File: src/rtl/uart_pkg.sv
// Shared register map, bus response codes and STATUS/CTRL bit positions
// for the memory-mapped byte FIFO block.
package uart_pkg;

  typedef enum logic [1:0] {
    RESP_OKAY   = 2'b00,
    RESP_SLVERR = 2'b10,
    RESP_DECERR = 2'b11
  } resp_e;

  // Register select is addr[3:2]: 0x00, 0x04, 0x08, 0x0C.
  typedef enum logic [1:0] {
    REG_TXDATA = 2'b00,
    REG_RXDATA = 2'b01,
    REG_STATUS = 2'b10,
    REG_CTRL   = 2'b11
  } reg_sel_e;

  localparam int ST_TX_FULL  = 16;
  localparam int ST_TX_EMPTY = 17;
  localparam int ST_RX_FULL  = 18;
  localparam int ST_RX_EMPTY = 19;

  localparam int CTRL_IRQ_RX_EN = 0;
  localparam int CTRL_IRQ_TX_EN = 1;
  localparam int CTRL_TX_FLUSH  = 2;
  localparam int CTRL_RX_FLUSH  = 3;

  localparam int RXDATA_VALID_BIT = 31;

endpackage

File: src/rtl/simple_sync_fifo.sv
// Synchronous FIFO with simultaneous push/pop, flush priority and a
// head output that reads zero while empty.
module simple_sync_fifo #(
  parameter int DEPTH = 8,
  parameter int WIDTH = 8
) (
  input  logic                       clk_i,
  input  logic                       arst_i,
  input  logic                       push_i,
  input  logic [WIDTH-1:0]           push_data_i,
  input  logic                       pop_i,
  input  logic                       flush_i,
  output logic [$clog2(DEPTH+1)-1:0] count_o,
  output logic                       full_o,
  output logic                       empty_o,
  output logic [WIDTH-1:0]           head_o
);
  localparam int AW = $clog2(DEPTH);
  localparam int CW = $clog2(DEPTH+1);
  localparam logic [AW-1:0] PTR_ONE = AW'(1'b1);
  localparam logic [CW-1:0] CNT_ONE = CW'(1'b1);

  logic [WIDTH-1:0] mem_q [DEPTH];
  logic [WIDTH-1:0] mem_d [DEPTH];
  logic [AW-1:0]    wr_ptr_q, wr_ptr_d, rd_ptr_q, rd_ptr_d;
  logic [CW-1:0]    count_q, count_d;
  logic             do_push, do_pop;

  assign full_o  = (count_q == CW'(DEPTH));
  assign empty_o = (count_q == {CW{1'b0}});
  assign count_o = count_q;
  assign head_o  = empty_o ? {WIDTH{1'b0}} : mem_q[rd_ptr_q];

  // A full FIFO rejects a push even when a pop frees a slot this cycle.
  assign do_push = push_i & ~full_o;
  assign do_pop  = pop_i & ~empty_o;

  always_comb begin
    mem_d    = mem_q;
    wr_ptr_d = wr_ptr_q;
    rd_ptr_d = rd_ptr_q;
    count_d  = count_q;
    if (flush_i) begin
      wr_ptr_d = {AW{1'b0}};
      rd_ptr_d = {AW{1'b0}};
      count_d  = {CW{1'b0}};
    end else begin
      if (do_push) begin
        mem_d[wr_ptr_q] = push_data_i;
        wr_ptr_d        = wr_ptr_q + PTR_ONE;
      end else begin
        wr_ptr_d = wr_ptr_q;
      end
      if (do_pop) begin
        rd_ptr_d = rd_ptr_q + PTR_ONE;
      end else begin
        rd_ptr_d = rd_ptr_q;
      end
      case ({do_push, do_pop})
        2'b10:   count_d = count_q + CNT_ONE;
        2'b01:   count_d = count_q - CNT_ONE;
        default: count_d = count_q;
      endcase
    end
  end

  always_ff @(posedge clk_i or posedge arst_i) begin
    if (arst_i) begin
      for (int i = 0; i < DEPTH; i++) mem_q[i] <= {WIDTH{1'b0}};
      wr_ptr_q <= {AW{1'b0}};
      rd_ptr_q <= {AW{1'b0}};
      count_q  <= {CW{1'b0}};
    end else begin
      mem_q    <= mem_d;
      wr_ptr_q <= wr_ptr_d;
      rd_ptr_q <= rd_ptr_d;
      count_q  <= count_d;
    end
  end

endmodule

File: src/rtl/simple_if_fifo_regs.sv
// Memory-mapped TX/RX byte FIFO register block behind the simple bus bridge.
// Define SIMPLE_IF_FIFO_IRQ_EN to enable CTRL interrupt enables and irq_o.
module simple_if_fifo_regs
  import uart_pkg::*;
#(
  parameter int MEM_SIZE   = 32,
  parameter int DW         = 32,
  parameter int FIFO_DEPTH = 8
) (
  input  logic                clk_i,
  input  logic                arst_i,
  input  logic                mem_we_i,
  input  logic [MEM_SIZE-1:0] mem_waddr_i,
  input  logic [DW-1:0]       mem_wdata_i,
  input  logic [DW/8-1:0]     mem_wstrb_i,
  output logic [1:0]          mem_wresp_o,
  input  logic                mem_re_i,
  input  logic [MEM_SIZE-1:0] mem_raddr_i,
  output logic [DW-1:0]       mem_rdata_o,
  output logic [1:0]          mem_rresp_o,
  output logic [7:0]          tx_data_o,
  output logic                tx_valid_o,
  input  logic                tx_ready_i,
  input  logic [7:0]          rx_data_i,
  input  logic                rx_valid_i,
  output logic                rx_ready_o,
  output logic                irq_o
);
  localparam int CW = $clog2(FIFO_DEPTH+1);

  logic [CW-1:0] tx_count, rx_count;
  logic          tx_full, tx_empty, rx_full, rx_empty;
  logic [7:0]    rx_head;
  logic          tx_push, tx_pop, tx_flush, rx_push, rx_pop, rx_flush;
  logic          waddr_ok, raddr_ok;
  logic [1:0]    ctrl_q, ctrl_d;
  logic          irq_q, irq_d;
  logic          unused_ok;

  assign unused_ok = &{1'b0, mem_wdata_i, mem_wstrb_i};

  assign waddr_ok = (mem_waddr_i[1:0] == 2'b00) && (mem_waddr_i[MEM_SIZE-1:4] == '0);
  assign raddr_ok = (mem_raddr_i[1:0] == 2'b00) && (mem_raddr_i[MEM_SIZE-1:4] == '0);

  assign tx_valid_o = ~tx_empty;
  assign tx_pop     = ~tx_empty & tx_ready_i;
  assign rx_ready_o = ~rx_full;
  assign rx_push    = rx_valid_i & ~rx_full;
  assign irq_o      = irq_q;

  simple_sync_fifo #(.DEPTH(FIFO_DEPTH), .WIDTH(8)) u_tx_fifo (
    .clk_i, .arst_i,
    .push_i(tx_push), .push_data_i(mem_wdata_i[7:0]), .pop_i(tx_pop), .flush_i(tx_flush),
    .count_o(tx_count), .full_o(tx_full), .empty_o(tx_empty), .head_o(tx_data_o)
  );

  simple_sync_fifo #(.DEPTH(FIFO_DEPTH), .WIDTH(8)) u_rx_fifo (
    .clk_i, .arst_i,
    .push_i(rx_push), .push_data_i(rx_data_i), .pop_i(rx_pop), .flush_i(rx_flush),
    .count_o(rx_count), .full_o(rx_full), .empty_o(rx_empty), .head_o(rx_head)
  );

  always_comb begin
    mem_wresp_o = RESP_OKAY;
    tx_push     = 1'b0;
    tx_flush    = 1'b0;
    rx_flush    = 1'b0;
    ctrl_d      = ctrl_q;
    if (mem_we_i && !waddr_ok) begin
      mem_wresp_o = RESP_DECERR;
    end else if (mem_we_i) begin
      case (reg_sel_e'(mem_waddr_i[3:2]))
        REG_TXDATA: begin
          if (mem_wstrb_i[0] && tx_full) begin
            mem_wresp_o = RESP_SLVERR;
          end else begin
            tx_push = mem_wstrb_i[0];
          end
        end
        REG_CTRL: begin
          if (mem_wstrb_i[0]) begin
`ifdef SIMPLE_IF_FIFO_IRQ_EN
            ctrl_d = mem_wdata_i[1:0];
`endif
            tx_flush = mem_wdata_i[CTRL_TX_FLUSH];
            rx_flush = mem_wdata_i[CTRL_RX_FLUSH];
          end else begin
            ctrl_d = ctrl_q;
          end
        end
        default: mem_wresp_o = RESP_OKAY;
      endcase
    end else begin
      mem_wresp_o = RESP_OKAY;
    end
  end

  // STATUS reports pre-edge FIFO state; an RXDATA read pops only when data exists.
  always_comb begin
    mem_rdata_o = {DW{1'b0}};
    mem_rresp_o = RESP_OKAY;
    rx_pop      = 1'b0;
    if (mem_re_i && !raddr_ok) begin
      mem_rresp_o = RESP_DECERR;
    end else if (mem_re_i) begin
      case (reg_sel_e'(mem_raddr_i[3:2]))
        REG_RXDATA: begin
          if (!rx_empty) begin
            mem_rdata_o[RXDATA_VALID_BIT] = 1'b1;
            mem_rdata_o[7:0]              = rx_head;
            rx_pop                        = 1'b1;
          end else begin
            rx_pop = 1'b0;
          end
        end
        REG_STATUS: begin
          mem_rdata_o[7:0]         = 8'(tx_count);
          mem_rdata_o[15:8]        = 8'(rx_count);
          mem_rdata_o[ST_TX_FULL]  = tx_full;
          mem_rdata_o[ST_TX_EMPTY] = tx_empty;
          mem_rdata_o[ST_RX_FULL]  = rx_full;
          mem_rdata_o[ST_RX_EMPTY] = rx_empty;
        end
        REG_CTRL: mem_rdata_o[1:0] = ctrl_q;
        default:  mem_rdata_o = {DW{1'b0}};
      endcase
    end else begin
      mem_rresp_o = RESP_OKAY;
    end
  end

  always_comb begin
`ifdef SIMPLE_IF_FIFO_IRQ_EN
    irq_d = (ctrl_q[CTRL_IRQ_RX_EN] & ~rx_empty) | (ctrl_q[CTRL_IRQ_TX_EN] & tx_empty);
`else
    irq_d = 1'b0;
`endif
  end

  always_ff @(posedge clk_i or posedge arst_i) begin
    if (arst_i) begin
      ctrl_q <= 2'b00;
      irq_q  <= 1'b0;
    end else begin
      ctrl_q <= ctrl_d;
      irq_q  <= irq_d;
    end
  end

endmodule
File: config.mk
export PLATFORM = sky130hd
export DESIGN_NAME = simple_if_fifo_regs
export DESIGN_NICKNAME = d
export VERILOG_FILES = /design/src/rtl/uart_pkg.sv /design/src/rtl/simple_sync_fifo.sv /design/src/rtl/simple_if_fifo_regs.sv
export SDC_FILE = /design/constraint.sdc
export NUM_CORES = 1
export LEC_CHECK = 0
export ABC_AREA = 0
export CORE_ASPECT_RATIO = 0.9
export CORE_UTILIZATION = 56
export CTS_BUF_LIST = sky130_fd_sc_hd__clkbuf_4 sky130_fd_sc_hd__clkbuf_8 sky130_fd_sc_hd__clkbuf_16
export DETAILED_ROUTE_END_ITERATION = 8
export GPL_ROUTABILITY_DRIVEN = 0
export GPL_TIMING_DRIVEN = 0
export PLACE_DENSITY = 0.9
export SLEW_MARGIN = 20
export SYNTH_ARGS = -nofsm -noshare
export SYNTH_HDL_FRONTEND = slang
export SYNTH_SLANG_ARGS = --single-unit
File: constraint.sdc
create_clock -name clk_i -period 12.3 [get_ports clk_i]
set_input_delay 2.46 -clock clk_i [delete_from_list [all_inputs] [get_ports clk_i]]
set_output_delay 2.46 -clock clk_i [all_outputs]
set_load 0.005 [all_outputs]
==> out/results.tsv <==
metric	value	unit
Skew-Pair Late Insertion Delay	0.43	ns
Root Buffer	clkbuf_16	
Layout area overhead	26.6	%
CORE AREA	13600	um^2
Slew Limit Fails	0	
most common cell after layout, fill and taps aside	dfrtp_1	
Area after DPL	9400	um^2
share of cells above drive strength 1	34.3	%
outcome	complete, no violations	
final hold vios	0	
Clock Path Buffers	2	
Routed WL	19.0	mm
largest net degree at the start of global routing	103	
worst hold path type	flip-flop to flip-flop	
Avg Synthesized Cell Area	13.8	um^2
routed metal-1 wirelength	7.75	mm
# setup viols final	0	
most used flip-flop cell after synthesis	dfrtp_1	
number of port buffers	117	
EDFF count, synth	0	
Worst R2R Path Depth	9	
Seq cells post-synth	148	
CP max stage cell	nor4_1	
CTS buffer count	17	
Vert. Die Dim	115	um
most frequent cells in the layout	dfrtp_1 (148), mux2_2 (121), clkdlybuf4s50_1 (117)	
asr flop ratio synth	100	%
met2 WL	9.42	mm
Worst Max-Slew Pin Slew	0.868	ns
worst hold stages	1	
wire length on met3	1.38	mm
post-route insts no fill	928	
CTS tree	built	
CP Capture Type	output pin	
WL/cell	20.4	um
post-synthesis cell area	7910	um^2
Worst-path clk slew	0.06	ns
Worst Setup SP	mem_raddr_i[26]	
leak pwr	4.45	nW
Crit Path Max Fanout	7	
crit path kind	input pin to output pin	
# IOs	161	
peak supply drop	0.000121	V
vias in the first global route	5652	
Fmax	130	MHz
RR Startpoint	u_tx_fifo.count_o[0]	
# Post-CTS Setup Buffers	0	
Hold Path Origin	u_tx_fifo.mem_q[6]	
post-DR vias/cell	5.78	
H-Tree Depth	4	
post-route cell area	10000	um^2
hpwl dp	13.2	mm
crit path time final	7.68	ns
period utilization	62.5	%
Post-layout nets	849	
setup TNS	0	ns
final antenna-violating net count	0	
Final Util	73.8	%
Post-Place Cells	895	
cell taking the most area after synthesis	dfrtp_1	
highest routed metal layer	met4	
P per Cell Area	167	nW/um^2
Rows	40	
synth warn	0	
Rel. slew slack	41.6	%
post-synthesis sequential area ratio	46.9	%
Clock Sink Count	148	
Slowest Stage Delay on Critical Path	0.77	ns
Hold Buf Count CTS	0	
Syn Inst Count	573	
Overall Global Routing Usage	27.6	%
CP Launch Type	input pin	
DRC	0	
Critical Path RT	9.84	ns
Top cell by count, worst path	clkdlybuf4s50_1	
Die Area	14600	um^2
first-pass GRT wire length	29.9	mm
Initial DRC Count	345	
Setup Skew	0.00639	ns
unrepaired setup endpoints after global routing	false	
drt first pass iters	4	
hold_ws	0.500	ns
max cap viols	0	
vias	5362	
Synth area leaders	dfrtp_1 (47%), mux2_2 (17%), mux4_2 (9.1%)	
CP arrival	5.22	ns
initial antenna violation count	1	
die span in x	127	um
Netlist cell types	60	
initial core utilization	58.3	%
post_cts resized	0	
post-synth top area share	46.9	%
gr ovfl total	0	
cells along the critical path	clkdlybuf4s50_1, or4_4, nor4_1, nor2b_1, and2_1, clkdlybuf4s50_1	
-- metrics by stage --
step                total power [mW]  setup WS [ns]
floorplan                       1.01           5.86
global placement                1.12           4.31
detailed placement              1.16           4.61
CTS                             1.68           4.60
global route                    1.75           4.36
finish                          1.68           4.62
-- synth_stat cells (3+ instances only) --
library cell / n
a21oi_1: 5
o21ai_0: 10
buf_2: 8
and2_1: 6
nor4_4: 3
mux2_4: 8
nor4_1: 19
nand2_1: 23
a21o_1: 3
mux2_2: 121
xor2_1: 3
mux2i_1: 20
nor2_1: 34
clkbuf_1: 5
dfrtp_1: 148
buf_6: 4
mux4_2: 32
inv_1: 7
ha_1: 9
nand4b_4: 4
and3_1: 6
nor3_1: 5
and4_1: 4
nor3b_1: 4
nand2b_1: 4
xnor2_1: 6
buf_1: 6
nand4_1: 6
nand3_1: 4
nor4b_4: 4
buf_4: 18
-- flip-flops by register name, summed over array words and instances (netlist names) --
| register | flops |
|---|---|
| u_tx_fifo.mem_q | 64 |
| u_tx_fifo.wr_ptr_q | 3 |
| u_rx_fifo.rd_ptr_q | 3 |
| u_rx_fifo.wr_ptr_q | 3 |
| u_tx_fifo.rd_ptr_q | 3 |
| u_rx_fifo.mem_q | 64 |
| u_rx_fifo.count_o | 4 |
| u_tx_fifo.count_o | 4 |
-- critical path, delay by kind of cell --
kind	cells	cell delay [ns]
buffers and inverters	2	0.92
AND/OR/NAND/NOR	4	1.84
-- final cells by class --
class	instances	area, um^2
flip-flops and latches	148	3700
clock inverters	14	156
well taps	189	236
clock buffers	18	439
plain buffers	43	302
repair buffers	118	1200
inverters	8	37.5
multi-input cells	389	3940
diodes	1	2.50
fillers	818	3550
-- layer usage --
metal | vias up | track usage [%]
li1 | 2414 | -
met1 | 2693 | 34.7
met2 | 220 | 46.0
met3 | 35 | 6.59
met4 | 0 | 12.3
met5 | - | 0
-- power breakdown --
part	switching, mW	internal (mW)	total (mW)	leakage [nW]
combinational	0.209	0.264	0.473	2.24
clock	0.208	0.305	0.513	0.279
sequential	0.0773	0.612	0.689	1.93
total	0.494	1.18	1.68	4.45
-- kinds of logic (layout without fill, tap and decap cells) --
logic type,count (synthesis),count (layout),synth area share (%)
AO/OA/AOI/OAI,23,23,1.73
XOR/XNOR,10,10,1.28
other,1,17,0.0474
buffers and inverters,51,201,4.19
adder cells (fa/ha/maj),10,10,1.68
AND/OR/NAND/NOR,148,148,13.7
flip-flops,148,148,46.9
multiplexers,182,182,30.5
-- path summary, 6_finish.rpt --
path | slack [ns] | end
worst min-delay path | 0.50 | u_tx_fifo.mem_q[6]
worst max register to register | 9.08 | u_tx_fifo.count_o[3]
min in group asynchronous | 2.43 | u_tx_fifo.mem_q[48]
max in group asynchronous | 9.09 | u_tx_fifo.count_o[3]
worst max-delay path | 4.62 | mem_rdata_o[2]
worst min register to register | 0.50 | u_tx_fifo.mem_q[6]
No activity file was read; power rests on OpenSTA's default activity.
==> patch (config.mk and constraints unchanged) <==
Change the parameter `MEM_SIZE` from 32 to 64.
--- a/src/rtl/simple_if_fifo_regs.sv
+++ b/src/rtl/simple_if_fifo_regs.sv
@@ -3,7 +3,7 @@
 module simple_if_fifo_regs
   import uart_pkg::*;
 #(
-  parameter int MEM_SIZE   = 32,
+  parameter int MEM_SIZE   = 64,
   parameter int DW         = 32,
   parameter int FIFO_DEPTH = 8
 ) (
Ports: changed (resized mem_raddr_i and mem_waddr_i); port bits go from 161 to 225. The function was not compared with the original's and may differ.
==> patch against the unedited design <==
  * The run now ends with design-rule violations left
  * Setup slack got worse by 0.52 ns
  * Wire length up 13%
  * Sequential cell count unchanged
  * Die area fell by 2.5%
  * Via count rose by 10%
  * Total power rose by 1.2%
  * Cell area up 4.1%
  * Area after synthesis is 2.5% lower
  * Count of clock-buffer cells in the layout stayed put
  * Cell count increased by 5.2%
  * Critical endpoint is now mem_rdata_o[4]
  * Largest power group unchanged
  * Highest routed layer unchanged
==> patch: results (changes against the unedited design) <==
stage	metric	value	unit	change
global_route	initial antenna violation count	0		was 1
clock_network	Clock H-tree levels	4		unchanged
placement	Port-buffer cells	179		was 117
timing	Final Hold Slack	0.503	ns	was 0.500 ns
worst_hold_path	hold_sp	u_rx_fifo.mem_q[37]		was u_tx_fifo.mem_q[6]
synthesis	Syn. warnings	0		unchanged
global_route	met2 usage in global routing	0.560		was 0.460
synthesis	post-synthesis mux area share	0.303		was 0.305
synthesis	xor/xnor share of the synthesized area	0.0102		was 0.0128
global_route	M3 GR Usage	0.0818		was 0.0659
routing	drt first pass iters	9		was 4
worst_setup_path	crit path launch	mem_raddr_i[33]		was mem_raddr_i[26]
routing	via count	5900		was 5362
status	violated checks	design-rule violations		
synthesis	post-synthesis compound-gate area fraction	0.0221		was 0.0173
synthesis	Synth Area in Adders	0.0214		was 0.0168
global_route	vias in the first global route	6462		was 5652
routing	DRT iter0 DRCs	328		was 345
global_route	grt met1 use	0.363		was 0.347
finish	fraction of layout cells with a size suffix above 1	0.288		was 0.343
worst_setup_path	Worst R2R Setup Slack	8.76	ns	was 9.08 ns
worst_setup_path	Worst R2R Start	u_rx_fifo.count_o[2]		was u_tx_fifo.count_o[0]
placement	DP Worst Slack	4.13	ns	was 4.61 ns
power	Leakage	4.51	nW	was 4.45 nW
worst_setup_path	Largest stage delay, worst path	0.83	ns	was 0.77 ns
global_route	Total Routing Usage GR	0.317		was 0.276
routing	WL per Instance	21.9	um	was 20.4 um
worst_setup_path	Reg2Reg Capture Point	u_rx_fifo.count_o[3]		was u_tx_fifo.count_o[3]
placement	DP HPWL	15.1	mm	was 13.2 mm
worst_setup_path	WP data arrival	5.74	ns	was 5.22 ns
finish	fin nets	985		was 849
worst_setup_path	worst setup path endpoint	mem_rdata_o[4]		was mem_rdata_o[2]
synthesis	largest cells by area after synthesis	dfrtp_1 48%, mux2_2 19%, mux4_2 9.4%		was dfrtp_1 47%, mux2_2 17%, mux4_2 9.1%
worst_setup_path	largest fanout on the critical path	7		unchanged
worst_hold_path	worst min-delay path category	flop to flop		unchanged
synthesis	most frequent cells after synthesis	148 x dfrtp_1, 128 x mux2_2, 37 x nor2_1		was 148 x dfrtp_1, 121 x mux2_2, 34 x nor2_1
power	Max IR drop VDD	0.160	mV	was 0.121 mV
global_route	first-pass GRT wire length	33.9	mm	was 29.9 mm
timing	Clock Skew	0.0114	ns	was 0.00639 ns
synthesis	distinct cell type count after synthesis	48		was 60
finish	# diodes	0		was 1
status	outcome	complete, but fails checks		was completed
routing	DR DRC count	20		was 0
timing	Least-Margin Pin Slew	1.14	ns	was 0.868 ns
worst_hold_path	Hold Path End	u_rx_fifo.mem_q[37]		was u_tx_fifo.mem_q[6]
synthesis	post-synthesis sequential area ratio	0.481		was 0.469
finish	# fillers	744		was 818
placement	Placed Instance Area	0.00985	sq mm	was 0.00940 sq mm
timing	setup ws final	4.10	ns	was 4.62 ns
patch: cell count changes after synthesis, sizes merged, moves of 4 or more:
cell,before,now
nand2,24,19
o21ai,10,6
a21oi,5,10
nor3,6,14
buf,38,30
and2,9,3
nand4,7,14
and4,5,1
nor4,23,36
nand3,5,13
patch: where the power goes:
part | switching [mW] | internal (mW) | total, mW | leakage [nW]
clock | 0.210 | 0.285 | 0.495 | 0.269
combinational | 0.216 | 0.274 | 0.490 | 2.33
sequential | 0.0933 | 0.617 | 0.710 | 1.91
total | 0.519 | 1.18 | 1.69 | 4.51
patch: per-stage QoR:
stage	total power [mW]	instances
2_1_floorplan	1.02	596
3_3_place_gp	1.14	943
3_5_place_dp	1.19	944
4_1_cts	1.70	976
5_1_grt	1.77	976
6_report	1.69	976
patch: final cells by class:
cell class	instances	area (sq um)	area share
inverters	10	45.0	0.00432
multi-input cells	401	3860	0.371
repair buffers	180	1820	0.175
clock buffers	18	439	0.0421
clock inverters	14	128	0.0122
flip-flops and latches	148	3700	0.355
plain buffers	37	215	0.0206
well taps	168	210	0.0202
patch: logic make-up after synthesis:
kind of cell             count (synthesis)
adder cells (fa/ha/maj)                 12
other                                    1
multiplexers                           177
AO/OA/AOI/OAI                           27
flip-flops                             148
AND/OR/NAND/NOR                        160
XOR/XNOR                                 9
buffers and inverters                   47
patch: metal layers:
metal  vias up  routed length [um]
met5         -                   0
met2       280               11200
met4         0                 576
met1      2966                8050
li1       2600                   -
met3        54                1550
